`src/rtl/lock_pkg.sv`:
```
// Shared state encoding and per-state control outputs for the autolock sequencer.
package lock_pkg;
  localparam int STW = 3;

  typedef enum logic [STW-1:0] {
    ST_IDLE   = 3'd0,
    ST_SWEEP  = 3'd1,
    ST_ENGAGE = 3'd2,
    ST_SETTLE = 3'd3,
    ST_LOCKED = 3'd4,
    ST_LOST   = 3'd5
  } lock_state_e;

  typedef struct packed {
    logic int_rst;
    logic ifreeze;
    logic freeze;
    logic locked;
  } lock_ctl_t;

  // Control lines seen by the PID block while resident in a given state.
  function automatic lock_ctl_t ctl_of(lock_state_e s);
    case (s)
      ST_SWEEP:  ctl_of = '{int_rst: 1'b1, ifreeze: 1'b1, freeze: 1'b0, locked: 1'b0};
      ST_ENGAGE: ctl_of = '{int_rst: 1'b1, ifreeze: 1'b1, freeze: 1'b0, locked: 1'b0};
      ST_SETTLE: ctl_of = '{int_rst: 1'b0, ifreeze: 1'b0, freeze: 1'b0, locked: 1'b0};
      ST_LOCKED: ctl_of = '{int_rst: 1'b0, ifreeze: 1'b0, freeze: 1'b0, locked: 1'b1};
      ST_LOST:   ctl_of = '{int_rst: 1'b0, ifreeze: 1'b1, freeze: 1'b1, locked: 1'b0};
      default:   ctl_of = '{int_rst: 1'b1, ifreeze: 1'b1, freeze: 1'b0, locked: 1'b0};
    endcase
  endfunction
endpackage

```
`src/rtl/lock_sweep_gen.sv`:
```
// Triangle sweep generator: bounces between lo and hi by step per enabled clock.
module lock_sweep_gen #(
  parameter int DW = 14
) (
  input  logic                 clk_i,
  input  logic                 rst_i,
  input  logic                 load_i,
  input  logic                 en_i,
  input  logic signed [DW-1:0] load_val_i,
  input  logic signed [DW-1:0] lo_i,
  input  logic signed [DW-1:0] hi_i,
  input  logic        [DW-1:0] step_i,
  output logic signed [DW-1:0] sweep_o,
  output logic signed [DW-1:0] nxt_o
);
  logic                 dir, dir_n;  // 0 = up, 1 = down
  logic signed [DW+1:0] lo_x, hi_x, cur_x, step_x, sum_x;

  // Two guard bits so any offset/step combination compares exactly against the bounds.
  assign lo_x   = (DW+2)'(lo_i);
  assign hi_x   = (DW+2)'(hi_i);
  assign cur_x  = (DW+2)'(sweep_o);
  assign step_x = $signed({2'b00, step_i});
  assign sum_x  = dir ? cur_x - step_x : cur_x + step_x;

  always_comb begin
    nxt_o = sweep_o;
    dir_n = dir;
    if (load_i) begin
      nxt_o = load_val_i;
      dir_n = 1'b0;
    end else if (en_i) begin
      if (lo_i >= hi_i) begin
        nxt_o = lo_i;
      end else if (sum_x > hi_x) begin
        nxt_o = hi_i;
        dir_n = 1'b1;
      end else if (sum_x < lo_x) begin
        nxt_o = lo_i;
        dir_n = 1'b0;
      end else begin
        nxt_o = sum_x[DW-1:0];
      end
    end
  end

  always_ff @(posedge clk_i) begin
    if (rst_i) begin
      sweep_o <= '0;
      dir     <= 1'b0;
    end else begin
      sweep_o <= nxt_o;
      dir     <= dir_n;
    end
  end
endmodule

```
`src/rtl/lock_pid_sequencer.sv`:
```
// Autolock sequencer: sweep, trigger on rising error crossing, engage, settle, supervise lock.
module lock_pid_sequencer
  import lock_pkg::*;
#(
  parameter int DW = 14,
  parameter int CW = 32
) (
  input  logic                 clk_i,
  input  logic                 rstn_i,
  input  logic                 start_i,
  input  logic                 stop_i,
  input  logic                 relock_i,
  input  logic signed [DW-1:0] err_i,
  input  logic signed [DW-1:0] sweep_lo_i,
  input  logic signed [DW-1:0] sweep_hi_i,
  input  logic        [DW-1:0] sweep_step_i,
  input  logic signed [DW-1:0] trig_lvl_i,
  input  logic        [DW-1:0] win_i,
  input  logic        [CW-1:0] settle_i,
  input  logic        [CW-1:0] lost_i,
  output logic                 int_rst_o,
  output logic signed [DW-1:0] int_rst_val_o,
  output logic                 pid_ifreeze_o,
  output logic                 pid_freeze_o,
  output logic signed [DW-1:0] sweep_o,
  output logic                 locked_o,
  output logic [STW-1:0]       state_o
);
  lock_state_e          st;
  lock_ctl_t            ctl;
  logic signed [DW-1:0] anchor, prev_err, sweep_nxt, load_val;
  logic signed [DW:0]   err_x;
  logic        [DW:0]   err_abs;
  logic        [CW-1:0] cnt, lost_eff;
  logic                 prev_vld, in_win, trig, settle_done, lost_hit;
  logic                 relock_go, gen_load, gen_en;

  assign err_x       = (DW+1)'(err_i);
  assign err_abs     = err_x[DW] ? $unsigned(-err_x) : $unsigned(err_x);
  assign in_win      = err_abs <= {1'b0, win_i};
  assign trig        = prev_vld && (prev_err < trig_lvl_i) && (err_i >= trig_lvl_i);
  assign settle_done = cnt == settle_i;
  assign lost_eff    = (lost_i == '0) ? CW'(1) : lost_i;
  assign lost_hit    = !in_win && (cnt + CW'(1) >= lost_eff);

  // Re-entry into SWEEP after a failed settle or a lost lock resumes from the anchor.
  assign relock_go = relock_i && ((st == ST_LOST) || (st == ST_SETTLE && settle_done && !in_win));
  assign gen_load  = stop_i || start_i || (st == ST_IDLE) || relock_go;
  assign load_val  = (relock_go && !stop_i && !start_i) ? anchor : sweep_lo_i;
  assign gen_en    = (st == ST_SWEEP) && !trig && !stop_i && !start_i;

  lock_sweep_gen #(.DW(DW)) u_sweep (
    .clk_i      (clk_i),
    .rst_i      (rstn_i),
    .load_i     (gen_load),
    .en_i       (gen_en),
    .load_val_i (load_val),
    .lo_i       (sweep_lo_i),
    .hi_i       (sweep_hi_i),
    .step_i     (sweep_step_i),
    .sweep_o    (sweep_o),
    .nxt_o      (sweep_nxt)
  );

  always_ff @(posedge clk_i) begin
    if (rstn_i) begin
      st            <= ST_IDLE;
      ctl           <= ctl_of(ST_IDLE);
      cnt           <= '0;
      anchor        <= '0;
      prev_err      <= '0;
      prev_vld      <= 1'b0;
      int_rst_val_o <= '0;
    end else begin
      prev_err      <= err_i;
      prev_vld      <= gen_en;
      int_rst_val_o <= sweep_nxt;
      cnt           <= '0;
      if (stop_i) begin
        st <= ST_IDLE;   ctl <= ctl_of(ST_IDLE);
      end else if (start_i) begin
        st <= ST_SWEEP;  ctl <= ctl_of(ST_SWEEP);
      end else begin
        case (st)
          ST_IDLE: ;
          ST_SWEEP:
            if (trig) begin
              anchor <= sweep_o;
              st <= ST_ENGAGE; ctl <= ctl_of(ST_ENGAGE);
            end
          ST_ENGAGE: begin
            st <= ST_SETTLE; ctl <= ctl_of(ST_SETTLE);
          end
          ST_SETTLE:
            if (!settle_done)  cnt <= cnt + CW'(1);
            else if (in_win) begin
              st <= ST_LOCKED; ctl <= ctl_of(ST_LOCKED);
            end else if (relock_i) begin
              st <= ST_SWEEP;  ctl <= ctl_of(ST_SWEEP);
            end else begin
              st <= ST_LOST;   ctl <= ctl_of(ST_LOST);
            end
          ST_LOCKED:
            if (lost_hit) begin
              st <= ST_LOST;   ctl <= ctl_of(ST_LOST);
            end else if (!in_win) cnt <= cnt + CW'(1);
          ST_LOST:
            if (relock_i) begin
              st <= ST_SWEEP;  ctl <= ctl_of(ST_SWEEP);
            end
          default: begin
            st <= ST_IDLE;   ctl <= ctl_of(ST_IDLE);
          end
        endcase
      end
    end
  end

  assign int_rst_o     = ctl.int_rst;
  assign pid_ifreeze_o = ctl.ifreeze;
  assign pid_freeze_o  = ctl.freeze;
  assign locked_o      = ctl.locked;
  assign state_o       = st;
endmodule

```
`config.mk`:
```
export PLATFORM = sky130hd
export DESIGN_NAME = lock_pid_sequencer
export DESIGN_NICKNAME = d
export VERILOG_FILES = /design/src/rtl/lock_pkg.sv /design/src/rtl/lock_sweep_gen.sv /design/src/rtl/lock_pid_sequencer.sv
export SDC_FILE = /design/constraint.sdc
export NUM_CORES = 1
export LEC_CHECK = 0
export CAP_MARGIN = 20
export CORE_ASPECT_RATIO = 1.4
export CORE_MARGIN = 2
export CORE_UTILIZATION = 58
export CTS_BUF_LIST = sky130_fd_sc_hd__clkbuf_2
export CTS_CLUSTER_DIAMETER = 30
export DETAILED_ROUTE_END_ITERATION = 16
export DONT_BUFFER_PORTS = 1
export PLACE_DENSITY = 0.71
export SKIP_LAST_GASP = 1
export SLEW_MARGIN = 25
export SYNTH_ARGS = -nofsm -noshare
export SYNTH_HDL_FRONTEND = slang
export SYNTH_SLANG_ARGS = --single-unit
```
`constraint.sdc`:
```
create_clock -name clk_i -period 10.3 [get_ports clk_i]
set_clock_uncertainty 0.05 [all_clocks]
set_input_delay 2.06 -clock clk_i [delete_from_list [all_inputs] [get_ports clk_i]]
set_output_delay 2.06 -clock clk_i [all_outputs]
set_load 0.01 [all_outputs]
```
* Yosys cells after proc, flatten, opt, wreduce, memory -nomap -nowiden
Cells that the tools add are included.
Widths: inputs -> output; s select.
** Storage, ports and cells
- Bits in registers :: 83
- Bits of input ports :: 153
- Output and inout bits :: 35
** Operators by class
- Add/subtract/negate cells :: 4
- Magnitude comparators :: 7
- Equality and inequality tests :: 15
- Multiplexer cells :: 30
- Bitwise logic cells :: 4
- Reductions and logical operators :: 30
** Operator list (number)
- $mux 32 :: 4
- $mux 14 :: 6
- $pmux 32 s2 :: 1
- $add 32x1->32 const B :: 1
- $eq 32x32->1 :: 1
- $ge 32x32->1 :: 1
- $logic_not 32->1 :: 1
- $ge 14x14->1 :: 2
- $mux 4 :: 6
- $pmux 4 s6 :: 1
- $mux 3 :: 6
- $pmux 3 s6 :: 1
- $add 14x15->16 :: 1
- $gt 16x14->1 :: 1
- $lt 16x14->1 :: 1
- $mux 16 :: 1
- $sub 14x15->16 :: 1
- $le 15x14->1 :: 1
- $mux 15 :: 1
- $neg 14->15 :: 1
- $lt 14x14->1 :: 1
- $ne 3x3->1 const B :: 4
- $logic_and 1x1->1 :: 11
- $ne 2x2->1 const B :: 5
- 14 further kinds :: 30

* Longest topological paths before layout
- Word-level depth :: 11
- Depth in mapped cells :: 26
- Gate-level depth less buffers :: 24

* By module
From an unflattened synthesis, not the netlist that was laid out.
** Second synthesis, totals
- Cell total of the unflattened synthesis :: 1141
- Area total of the unflattened synthesis :: 9266.4 um2
** Modules (own cells, without submodules)
- lock_pid_sequencer :: times used 1, cells each 681, area an instance 5861.9 um2, seq. area each 1641.6 um2
- lock_sweep_gen :: times used 1, cells each 460, area an instance 3404.5 um2, seq. area each 300.3 um2

* Worst setup path before layout
No wires, ideal clock.
- Kind :: input-to-reg
- Start :: input port sweep_step_i[0]
- End :: register u_sweep.sweep_o[2]
- Setup time :: 0.122 ns
- Data arrival time :: 6.504 ns
- Slack :: 3.624 ns
- Stages :: 24
- Buffers on the path :: 0
- Path through :: inv_1 ha_1 nand2_1 nor3_1 and2_1 nor2_1 xnor2_1 ha_1 nand2_1 nor2_1 a31oi_1 a311oi_1 a21o_1 a21oi_1 xnor2_1 ha_1 nand4_1 or3_1 a211o_1 and4b_4 nor3_4 o21ai_2 a22o_1 a221o_1
** Between the ends
- Cells in the longest elaborated chain, start to end :: 8
** RTL lines
- from (decl) :: line lock_pid_sequencer.sv:16 : input logic [DW-1:0] sweep_step_i,
- $add 14x15->16 or $sub 14x15->16 (tied branches) :: line lock_sweep_gen.sv:24 : assign sum_x = dir ? cur_x - step_x : cur_x + step_x;
- $mux 16 * :: line lock_sweep_gen.sv:24
- $lt 16x14->1 :: line lock_sweep_gen.sv:38 : end else if (sum_x < lo_x) begin
- $mux 14 :: line lock_sweep_gen.sv:38
- $mux 14 * :: line lock_sweep_gen.sv:35 : end else if (sum_x > hi_x) begin
- $mux 14 * :: line lock_sweep_gen.sv:33 : if (lo_i >= hi_i) begin
- $mux 14 * :: line lock_sweep_gen.sv:32 : end else if (en_i) begin
- $mux 14 * :: line lock_sweep_gen.sv:29 : if (load_i) begin
- to (signal assigned) :: line lock_sweep_gen.sv:52 : sweep_o <= nxt_o;
- to (decl) :: line lock_sweep_gen.sv:13 : output logic signed [DW-1:0] sweep_o,
Every way passes the cells marked *; elsewhere a longest branch is shown, timed or not. The select of a mux whose other input is x is not followed.
A chain may end at the register's enable or synchronous reset.

* Worst setup path after layout
Ends and elaborated chain as after synthesis.

==> impl_metrics.csv <==
group,metric,value,unit
synth,synth_fp_nets,1355,
sta,finalSetupViolations,0,
synth,dominant_combinational_cell_family_by_area_after_synthesis,"simple AND/OR/NAND/NOR gates",
critical_path,crit_chain,"inv_1 -> ha_1 -> nand2_1 -> nor3_1 -> and2_1 -> nor2_1 -> xnor2_1 -> ha_1 -> nand2_1 -> nor2_1 -> a31oi_1 -> a311oi_1 -> a21o_1 -> a21oi_1 -> xnor2_1 -> ha_1 -> nand4_1 -> or3_1 -> a211o_1 -> and4b_4 -> nor3_4 -> o21ai_2 -> a22o_1 -> a221o_1",
die,start_util,58.75,%
power,power_density_normalized_to_cell_area,90.69,mW/mm²
sta,setup_repair_after_global_routing_missed_its_margin,"false",
die,fp.coreArea,0.01438,mm²
clock_network,clk_pin_slew,0.22,ns
place,dp.cells,1218,
critical_path,critical_path_class,"primary input to register",
clock_network,clock_tree.htree_level_count,3,
sta,maxSlewHeadroom,25.61,%
place,placed_cell_area,0.008487,mm²
die,dieArea,0.01556,mm²
clock_network,number_of_resized_instances_in_the_post_cts_repair_step,0,
grt,antenna_found_initial,1,
synth,synth_simple_gate_area_share,21.63,%
place,place.gp.congestion,0.9152,
sta,timing_max_transition_violations_final,0,
place,port_buffers,0,
grt,grt_max_degree,35,
critical_path,crit_path_start,"sweep_step_i[0]",
detailed_routing,wirelength,22.56,mm
synth,synth-seq-area-share,19.67,%
synth,syn-mean-instance-area,7.931,µm²
clock_network,clock_tree.root_cell,"clkbuf_2",
clock_network,postCtsHoldBufs,0,
power,worst_case_vdd_ir_drop,0.05147,mV
detailed_routing,num_vias,7530,
clock_network,tritoncts.num_buffers,9,
critical_path,timing.critical_path.mode_cell,"ha_1",
detailed_routing,drc,0,
clock_network,cts_sinks,83,
clock_network,clk_latency,0.55,ns
grt,global_route.overflow_total,0,
synth,synth-xor-area-share,9.954,%
hold_path,timing.hold.worst.class,"register to register",
grt,first_pass_grt_wire_length,36.08,mm
synth,postSynthRegisterBits,83,
finish,post_route_cells_drive_above_1_share,2.868,%
die,floorplan.io_pins,188,
grt,groute.usage.overall,29.07,%
critical_path,crit_fanout,24,
hold_path,worstHoldStart,"anchor[1]$_SDFFE_PP0P_",
detailed_routing,drt_first_iter_violations,464,
place,dp.final_hpwl,18.77,mm
sta,tns,0,ns
run,max_cap_viol_count,0,
sta,timing.fmax,141.0,MHz
finish,synthToLayoutAreaGrowth,1.703,%
finish,reg_area,0.001662,mm²
die,die_h,146.8,µm
critical_path,crit_slowest_cell,"nor3_4",
clock_network,post_cts.repair.setup_buffers,0,
finish,final_standard_cell_area_without_fillers,0.008591,mm²
finish,area_used_by_multi_input_combinational_logic,0.006138,mm²
finish,final_standard_cell_count_with_taps_included_and_fillers_excluded,1236,
synth,synthesis.instances,1065,
detailed_routing,route.detailed.vias_per_inst,6.092,
sta,timing_worst_slew_pin_value,1.113,ns
critical_path,cp-start-kind,"primary input",
grt,first_global_vias,7323,
critical_path,endpoint_kind,"register",
power,p_leak,3.963,nW
sta,period_share,68.87,%
die,die-width,106.0,µm
synth,synth_edf_count,0,
critical_path,wp_data_arrival,7.49,ns
critical_path,cp_data_required_time,10.69,ns
detailed_routing,ant_nets,0,
finish,layout.filler_cells,1427,
synth,synthMuxAreaShare,2.637,%
critical_path,startpoint_of_the_worst_slack_reg_to_reg_timing_path,"u_sweep.dir$_SDFFE_PP0P_",
synth,synth-main-ff-cell,"dfxtp_1",
clock_network,cts_tree,"done",
finish,finalNetCount,1331,
critical_path,max_stage_delay,0.70,ns
die,std_cell_rows,52,
synth,yosysWarnings,0,
detailed_routing,wl_per_cell,18.25,µm
place,detailedPlace.worstSlack,2.646,ns
sta,final.min_clock_period,7.094,ns
run_status,status,"finished clean",
clock_network,clock_path_buffers,2,
synth,post_synthesis_instance_area,0.008447,mm²
detailed_routing,number_of_search_and_repair_iterations_in_the_first_detailed_routing_pass,7,
synth,synth-compound-area-share,17.98,%
sta,timing.final.hold_violations,0,
sta,post-route-worst-setup-slack,3.206,ns
synth,synthArstFlopShare,0,%
synth,netlist-cell-type-count,73,
synth,synth_fa_ha_area_share,20.38,%
-- placed cells by master, fill, tap and decap left out, types with 9 or more instances in the layout --
cell and instances:
o21ai_0 31, nor4_1 19, a21oi_1 59, dfxtp_1 83, nand4_1 32, a222oi_1 12
xnor2_1 71, o31ai_1 14, a21o_1 15, mux2i_1 20, ha_1 136, nand3_1 25
xor2_1 25, inv_1 116, nand2_1 61, o21ai_1 9, nor2b_1 52, nor2_1 73
or3_1 12, o211ai_1 10, nor3_1 29, clkbuf_2 9
-- power breakdown --
group / switching, mW / leakage (nW) / internal [mW]
registers: 0.0132 / 0.676 / 0.329
logic: 0.167 / 3.24 / 0.121
clock network: 0.120 / 0.0513 / 0.0302
-- path summary, 6_finish.rpt --
check | end | slack [ns] | cells past startpoint
worst max-delay path | u_sweep.sweep_o[2]$_SDFFE_PP0P_ | 3.21 | 24
worst min register to register | u_sweep.sweep_o[1]$_SDFFE_PP0P_ | 0.47 | 2
worst min-delay path | u_sweep.sweep_o[1]$_SDFFE_PP0P_ | 0.47 | 2
worst max register to register | u_sweep.sweep_o[2]$_SDFFE_PP0P_ | 4.34 | 20
-- cells by family after synthesis --
logic type,Yosys count
muxes,22
AOI/OAI and AO/OA,224
xor gates and xnor gates,96
adders and majority gates,137
DFF,83
buffers and inverters,155
and+or+nand+nor,348
-- registers in the layout (all words and copies together) (netlist names) --
name	flops
pid_ifreeze_o	1
prev_err	14
u_sweep.dir	1
u_sweep.sweep_o	14
prev_vld	1
locked_o	1
anchor	14
cnt	32
int_rst_o	1
pid_freeze_o	1
state_o	3
-- final cells by class --
type                       count  share of cell area, %
antenna                        1                0.02913
clock buffer                   9                 0.5243
clock inverter                 7                 0.5243
inverter                     118                  5.156
multi-input combinational    827                  71.45
sequential                    83                  19.34
tap                          189                  2.753
timing repair buffer           2                 0.2185
-- critical path, delay by kind of cell --
| kind | cells | cell delay (ns) |
|---|---|---|
| and+or+nand+nor | 10 | 2.33 |
| xor gates and xnor gates | 2 | 0.32 |
| buffers and inverters | 1 | 0.05 |
| AOI/OAI and AO/OA | 8 | 1.87 |
| adders and majority gates | 3 | 0.85 |
-- cell usage after synthesis (6+ instances only) --
cell      count  area share [%]
ha_1        136              20
inv_1       116             5.2
dfxtp_1      83              20
nor2_1       73             3.2
xnor2_1      71             7.4
nand2_1      62             2.8
a21oi_1      59             3.5
nor2b_1      52             3.9
nand4_1      32             2.4
o21ai_0      31             1.8
nor3_1       29             1.7
nand3_1      25             1.5
xor2_1       25             2.6
mux2i_1      20             2.4
nor4_1       19             1.4
clkbuf_1     17            0.76
a21o_1       15             1.3
buf_4        14             1.2
o31ai_1      14             1.2
a222oi_1     12             1.4
or3_1        12            0.89
o211ai_1     10            0.89
o21ai_1       9            0.53
a31oi_1       8            0.59
and3_1        8            0.59
nand2b_1      8            0.59
o21a_1        8            0.71
a211oi_1      7            0.62
and2_1        7            0.52
and4_1        6            0.62
-- through the flow --
stage               power (mW)  utilization [%]  hold slack [ns]
detailed placement      0.6314            59.02           0.4196
global placement        0.6268            59.01           0.4121
CTS                     0.7810            59.65           0.4637
finish                  0.7791            59.75           0.4693
global route            0.8364            59.75           0.4868
floorplan               0.5755                -           0.4008
-- layer usage --
metal / global-route usage (%) / vias to the layer above / share of wire, %
met3: 6.699 / 41 / 7.5
met2: 52.77 / 268 / 50
met5: 0 / - / 0
met4: 12.57 / 0 / 4.0
li1: - / 3767 / -
met1: 32.08 / 3454 / 38
No activity file was read; power rests on OpenSTA's default activity.
